==> config.mk <==
export PLATFORM = sky130hd
export DESIGN_NAME = curve_point_check
export DESIGN_NICKNAME = d
export VERILOG_FILES = /design/src/rtl/curve_point_check.sv
export SDC_FILE = /design/constraint.sdc
export NUM_CORES = 1
export LEC_CHECK = 0
export CORE_MARGIN = 2
export CORE_UTILIZATION = 57
export CTS_BUF_LIST = sky130_fd_sc_hd__clkbuf_16
export DETAILED_ROUTE_END_ITERATION = 8
export PLACE_DENSITY = 0.85
export SLEW_MARGIN = 20
export SYNTH_ARGS = -nofsm -noshare
export SYNTH_HDL_FRONTEND = slang
export SYNTH_SLANG_ARGS = --single-unit
export TNS_END_PERCENT = 1
==> constraint.sdc <==
create_clock -name Clk -period 8.9 [get_ports Clk]
set_clock_uncertainty 0.05 [all_clocks]
set_input_delay 1.335 -clock Clk [delete_from_list [all_inputs] [get_ports Clk]]
set_output_delay 1.335 -clock Clk [all_outputs]
set_load 0.02 [all_outputs]
==> src/rtl/curve_point_check.sv <==
// Checks whether (x, y) lies on y^2 = x^3 + a*x + b mod p, using one
// bit-serial MSB-first modular multiplier shared across four products.
// Ports: Clk, Reset (sync, active-high), Start, p/a/b/x/y operands in;
// Busy, Done (1-cycle pulse), On_curve, Range_err, Lhs, Rhs results out.
module curve_point_check #(
    parameter int W = 8
) (
    input  logic         Clk,
    input  logic         Reset,
    input  logic         Start,
    input  logic [W-1:0] p,
    input  logic [W-1:0] a,
    input  logic [W-1:0] b,
    input  logic [W-1:0] x,
    input  logic [W-1:0] y,
    output logic         Busy,
    output logic         Done,
    output logic         On_curve,
    output logic         Range_err,
    output logic [W-1:0] Lhs,
    output logic [W-1:0] Rhs
);

    localparam int CW = (W > 1) ? $clog2(W) : 1;

    typedef enum logic [2:0] {
        S_IDLE, S_CHK, S_MUL_YY, S_MUL_XX,
        S_MUL_XXX, S_MUL_AX, S_SUM, S_DONE
    } state_t;

    // Operands are < m, so the W+1-bit sum needs at most one subtract.
    function automatic logic [W-1:0] mod_add(
        input logic [W-1:0] l,
        input logic [W-1:0] r,
        input logic [W-1:0] m
    );
        logic [W:0] s;
        s = {1'b0, l} + {1'b0, r};
        if (s >= {1'b0, m})
            s = s - {1'b0, m};
        return s[W-1:0];
    endfunction

    state_t         state_q, state_d;
    logic [W-1:0]   p_q, p_d, a_q, a_d, b_q, b_d;
    logic [W-1:0]   x_q, x_d, y_q, y_d;
    logic [W-1:0]   acc_q, acc_d, t_q, t_d, u_q, u_d;
    logic [W-1:0]   mq_q, mq_d;
    logic [W-1:0]   lhs_q, lhs_d, rhs_q, rhs_d;
    logic [CW-1:0]  cnt_q, cnt_d;
    logic           on_q, on_d, rg_q, rg_d;

    logic [W-1:0]   mcand, dbl, step, tu, sum;
    logic           last;

    always_comb begin
        unique case (state_q)
            S_MUL_YY:  mcand = y_q;
            S_MUL_XX:  mcand = x_q;
            S_MUL_XXX: mcand = t_q;
            S_MUL_AX:  mcand = a_q;
            default:   mcand = '0;
        endcase
    end

    // One interleaved step; mq_q holds the remaining multiplier bits, MSB first.
    assign dbl  = mod_add(acc_q, acc_q, p_q);
    assign step = mq_q[W-1] ? mod_add(dbl, mcand, p_q) : dbl;
    assign last = (cnt_q == CW'(W-1));
    assign tu   = mod_add(t_q, u_q, p_q);
    assign sum  = mod_add(tu, b_q, p_q);

    always_comb begin
        state_d = state_q;
        p_d = p_q; a_d = a_q; b_d = b_q; x_d = x_q; y_d = y_q;
        acc_d = acc_q; t_d = t_q; u_d = u_q; mq_d = mq_q;
        lhs_d = lhs_q; rhs_d = rhs_q; cnt_d = cnt_q;
        on_d = on_q; rg_d = rg_q;
        unique case (state_q)
            S_IDLE: begin
                if (Start) begin
                    p_d = p; a_d = a; b_d = b; x_d = x; y_d = y;
                    on_d = 1'b0; rg_d = 1'b0;
                    lhs_d = '0; rhs_d = '0;
                    acc_d = '0; cnt_d = '0;
                    state_d = S_CHK;
                end
            end
            S_CHK: begin
                if (x_q >= p_q || y_q >= p_q) begin
                    rg_d = 1'b1;
                    on_d = 1'b0;
                    state_d = S_DONE;
                end else begin
                    mq_d = y_q;
                    acc_d = '0;
                    cnt_d = '0;
                    state_d = S_MUL_YY;
                end
            end
            S_MUL_YY, S_MUL_XX, S_MUL_XXX, S_MUL_AX: begin
                acc_d = step;
                cnt_d = cnt_q + CW'(1);
                mq_d = mq_q << 1;
                if (last) begin
                    acc_d = '0;
                    cnt_d = '0;
                    // Every remaining product uses x as the multiplier.
                    mq_d = x_q;
                    unique case (state_q)
                        S_MUL_YY: begin
                            lhs_d = step;
                            state_d = S_MUL_XX;
                        end
                        S_MUL_XX: begin
                            t_d = step;
                            state_d = S_MUL_XXX;
                        end
                        S_MUL_XXX: begin
                            t_d = step;
                            state_d = S_MUL_AX;
                        end
                        default: begin
                            u_d = step;
                            state_d = S_SUM;
                        end
                    endcase
                end
            end
            S_SUM: begin
                rhs_d = sum;
                on_d = (lhs_q == sum);
                state_d = S_DONE;
            end
            S_DONE: state_d = S_IDLE;
            default: state_d = S_IDLE;
        endcase
    end

    always_ff @(posedge Clk) begin
        if (Reset) begin
            state_q <= S_IDLE;
            p_q <= '0; a_q <= '0; b_q <= '0; x_q <= '0; y_q <= '0;
            acc_q <= '0; t_q <= '0; u_q <= '0; mq_q <= '0;
            lhs_q <= '0; rhs_q <= '0; cnt_q <= '0;
            on_q <= 1'b0; rg_q <= 1'b0;
        end else begin
            state_q <= state_d;
            p_q <= p_d; a_q <= a_d; b_q <= b_d; x_q <= x_d; y_q <= y_d;
            acc_q <= acc_d; t_q <= t_d; u_q <= u_d; mq_q <= mq_d;
            lhs_q <= lhs_d; rhs_q <= rhs_d; cnt_q <= cnt_d;
            on_q <= on_d; rg_q <= rg_d;
        end
    end

    assign Busy      = (state_q != S_IDLE) && (state_q != S_DONE);
    assign Done      = (state_q == S_DONE);
    assign On_curve  = on_q;
    assign Range_err = rg_q;
    assign Lhs       = lhs_q;
    assign Rhs       = rhs_q;

endmodule
==> results <==
- The run finished with clean final reports.
- Counting distinct cell types in the post-synthesis netlist gives 77.
- Across every metal layer, demand over resource in global routing totals between 20 and 30%.
- The synthesis-to-finish area growth is 13.55%.
- The filler cells instantiated in the layout total 1,084.
- TritonCTS built the clock tree.
- The number of clock buffers added by TritonCTS is 9.
- Once the floorplan was initialized, standard cells occupied between 50 and 60% of the core.
- The number of detailed-routing iterations run before antenna repair is 6.
- The total setup buffers inserted after CTS is 0.
- The routed design has 20.44 mm of wire.
- The die area is 0.01394 sq mm.
- In this design, the critical path's most frequently occurring cell is sky130_fd_sc_hd__ha_1.
- The detail route stage leaves a number of antenna-violating nets equal to 0.
- The area share of the leading cell type in the synthesized netlist is 25.92%.
- The average cell area after synthesis is 7.999 sq um.
- The width of the die is 118.1 microns.
- Among all flip-flop cells after synthesis, the most frequent one is sky130_fd_sc_hd__dfxtp_1.
- CTS saw 96 sinks.
- The worst setup path is launched from a register.
- STA puts the critical path data required time at 9.13 ns.
- The number of antenna diodes is 0.
- The register-to-register path setup slack is between 1.5 and 2 ns.
- The placeable core area is 0.01267 sq mm.
- The highest-delay cell along the critical path is sky130_fd_sc_hd__ha_1.
- Counting every net in the synthesized netlist gives approximately 1,100.
- In this run the critical register-to-register path is launched from t_q[1]$_SDFFE_PP0P_.
- The number of flops mapped to enable cells by yosys is 0.
- Setup repair after global routing left no endpoint under its margin.
- The top-level port count is 63.
- In this run the cell area of the synthesized design comes to 0.007415 sq mm.
- The net count of the finished layout is 1,086.
- Counting flops and latches in the post-synthesis netlist gives 96.
- The via count is 7,084.
- The largest fanout on the critical path is 12.
- The type of destination of the critical path is a register.
- The detailed placement HPWL is 15.10 mm.
- Setup violations remaining at the end of the flow were counted as 0.
- The floorplan has 41 rows.
- The initial antenna violation count is 0.
- Registers take 0.001922 sq mm.
- The kind of cell with the highest combined delay along the critical path is compound AO/OA/AOI/OAI gates.
- Cells with a size suffix above 1 make up 6.120% of the layout.
- The total instance count after detailed placement is 1,120.
- Based on the critical path, the design can be clocked at up to 0.1361 GHz.
- The hold buffer count at cts is 0.
- In this run the deepest clock path goes through 2 buffers.
- The post-route minimum period is 7.346 ns.
- The mean routed wirelength per cell is 17.99 microns.
- The final critical path takes up 82.54% of the cycle.
- The die outline height is 118.1 microns.
- Buffers placed on the I/O ports in this run total 62.
- The kind of critical path is reg -> reg.
- The post-synthesis cell type with the largest combined area is sky130_fd_sc_hd__dfxtp_1.
- At the worst endpoint, the arrival time is ~7.6 ns.
- Summed over all failing endpoints, the final setup total negative slack is 0 ns.
- The count of final hold-check violations is 0.
- The count of warnings emitted by yosys is 0.
- The critical path runs through a total of 31 cells.
- In this run the worst setup path begins at t_q[1]$_SDFFE_PP0P_.
- For this run, design rule violations remaining after detail routing come to 0.
- The largest incremental delay on the critical path is 0.56 ns.
- The area after detailed placement is 0.008103 sq mm.
- The worst slew margin relative to its limit is 37.59%.
- The final count of pins violating max slew is 0.
- The pin count of the biggest net entering global routing is 91.
- With fillers left out, the area of the finished cells amounts to 0.008419 sq mm.
- The per-cell via count in the routed design is 6.236.
- The number of buffers and inverters on the critical path is 2.
- The number of cells on the worst reg-to-reg path is 31.
- The first global-routing pass estimated about 33 mm of wire.
- For the pin with the worst max-slew slack, the measured transition is 0.9361 ns.
- Summing the sequential cell areas from Yosys gives around a quarter of the chip area.
- The proportion of synthesized flip-flops having asynchronous set or reset is 0%.
- The clock latency of the later-clocked register in the worst-skew pair is ~0.36 ns.
- Across the run, the number of max-cap violations was 0.
- The non-filler instance count after layout is roughly 1,100.
- In the synthesized netlist, the number of instances is 927.
- In the final layout, the multi-input gates occupy 0.005129 sq mm.
- The class of the tightest hold or removal check is reg -> reg.
- The total overflow left after global routing is 0.
- CTS placed an instance of sky130_fd_sc_hd__clkbuf_16 at the clock tree root.
- The clock input transition at the sequential cells of the worst setup and hold paths is 0.07 ns.
- In this run the critical register-to-register path is captured at On_curve$_SDFFE_PP0P_.
- In the post-synthesis netlist, the biggest area contributors are sky130_fd_sc_hd__dfxtp_1, sky130_fd_sc_hd__ha_1, sky130_fd_sc_hd__nand2_1, sky130_fd_sc_hd__a21oi_1, sky130_fd_sc_hd__mux2i_1.
- The number of gates resized after CTS was 0.
- The detailed router finished its first iteration with 725 violations.
- The number of global-route vias before repair is 6,595.
- In this run the worst setup path terminates at On_curve$_SDFFE_PP0P_.
- Routability-driven placement finished with a final weighted congestion of 0.9451.
- The H-tree was split into 3 levels.
==> layout by cell type, fill, tap and decap left out, types with 12 or more instances in the layout <==
cell type,netlist,routed
sky130_fd_sc_hd__a211oi_1,20,20
sky130_fd_sc_hd__nor3_1,14,13
sky130_fd_sc_hd__mux2i_1,26,26
sky130_fd_sc_hd__xor2_1,12,12
sky130_fd_sc_hd__ha_1,77,77
sky130_fd_sc_hd__a21o_1,18,18
sky130_fd_sc_hd__nand3_1,14,14
sky130_fd_sc_hd__a221oi_1,13,13
sky130_fd_sc_hd__nand2b_1,16,16
sky130_fd_sc_hd__clkdlybuf4s50_1,0,61
sky130_fd_sc_hd__nand2_1,125,125
sky130_fd_sc_hd__dfxtp_1,96,96
sky130_fd_sc_hd__nand4_1,13,13
sky130_fd_sc_hd__a22oi_1,12,12
sky130_fd_sc_hd__o21ai_0,43,43
sky130_fd_sc_hd__nor2b_1,16,16
sky130_fd_sc_hd__a21oi_1,87,87
sky130_fd_sc_hd__xnor2_1,24,24
sky130_fd_sc_hd__mux2_2,14,14
sky130_fd_sc_hd__inv_1,43,43
sky130_fd_sc_hd__nor2_1,65,65
==> logic make-up after synthesis <==
logic type      count (synthesis)  share of synthesized area (%)
simple gates                  308                          19.86
buf+inv                        92                          4.978
compound gates                270                          24.27
flops                          96                          25.92
fa+ha+maj                      84                          14.88
xor+xnor                       36                          4.252
mux                            41                          5.839
==> tightest hold or removal path, stage by stage (launching register included) <==
cell                      delay (ns)
sky130_fd_sc_hd__dfxtp_1        0.31
sky130_fd_sc_hd__nand2_1        0.05
sky130_fd_sc_hd__a21oi_1        0.05
==> metrics by stage <==
stage / setup slack, ns / utilization (%) / hold slack, ns
floorplan: 2.317 / - / 0.3856
global placement: 1.971 / 63.95 / 0.3933
detailed placement: 1.698 / 63.95 / 0.3980
CTS: 1.681 / 66.45 / 0.4085
global route: 0.9218 / 66.45 / 0.4346
finish: 1.554 / 66.45 / 0.4076
==> flip-flops by register name, summed over array words and instances (netlist names) <==
name,flops
Lhs,8
u_q,8
On_curve,1
a_q,8
Rhs,8
t_q,8
mq_q,8
Range_err,1
y_q,8
x_q,8
p_q,8
cnt_q,3
state_q,3
acc_q,8
b_q,8
==> per-layer routing <==
| layer | vias up | GRT usage (%) | wire (microns) |
|---|---|---|---|
| li1 | 3422 | - | - |
| met1 | 3304 | 39.22 | 8794 |
| met4 | 0 | 9.187 | 467 |
| met3 | 41 | 6.250 | 1692 |
| met2 | 317 | 47.78 | 9484 |
| met5 | - | 0 | 0 |
==> cells in the mapped netlist (8+ instances only) <==
cell and count:
sky130_fd_sc_hd__nand2_1 125, sky130_fd_sc_hd__dfxtp_1 96, sky130_fd_sc_hd__a21oi_1 87, sky130_fd_sc_hd__ha_1 77
sky130_fd_sc_hd__nor2_1 65, sky130_fd_sc_hd__inv_1 43, sky130_fd_sc_hd__o21ai_0 43, sky130_fd_sc_hd__clkbuf_1 38
sky130_fd_sc_hd__mux2i_1 26, sky130_fd_sc_hd__xnor2_1 24, sky130_fd_sc_hd__a211oi_1 20, sky130_fd_sc_hd__a21o_1 18
sky130_fd_sc_hd__nand2b_1 16, sky130_fd_sc_hd__nor2b_1 16, sky130_fd_sc_hd__mux2_2 14, sky130_fd_sc_hd__nand3_1 14
sky130_fd_sc_hd__nor3_1 14, sky130_fd_sc_hd__a221oi_1 13, sky130_fd_sc_hd__nand4_1 13, sky130_fd_sc_hd__a22oi_1 12
sky130_fd_sc_hd__xor2_1 12, sky130_fd_sc_hd__o21bai_1 8
==> layout make-up <==
cell class | count | area share, %
clock buffer | 9 | 2.675
tap | 172 | 2.556
sequential | 96 | 22.83
timing repair buffer | 70 | 8.025
inverter | 43 | 1.917
multi-input combinational | 739 | 60.92
clock inverter | 7 | 1.085
==> how the worst min path moves through the flow <==
stage	to	start	depth (start not counted)
2_1_floorplan	cnt_q[1]$_SDFFE_PP0P_	cnt_q[1]$_SDFFE_PP0P_	2
3_3_place_gp	cnt_q[1]$_SDFFE_PP0P_	cnt_q[1]$_SDFFE_PP0P_	2
3_5_place_dp	p_q[2]$_SDFFE_PP0P_	p_q[2]$_SDFFE_PP0P_	2
4_1_cts	p_q[2]$_SDFFE_PP0P_	p_q[2]$_SDFFE_PP0P_	2
5_1_grt	p_q[6]$_SDFFE_PP0P_	p_q[6]$_SDFFE_PP0P_	2
6_report	p_q[4]$_SDFFE_PP0P_	p_q[4]$_SDFFE_PP0P_	2
Power is left out: the tool's default activity adds up to more than one toggle a clock period on the data nets, which glitch-free logic cannot reach.
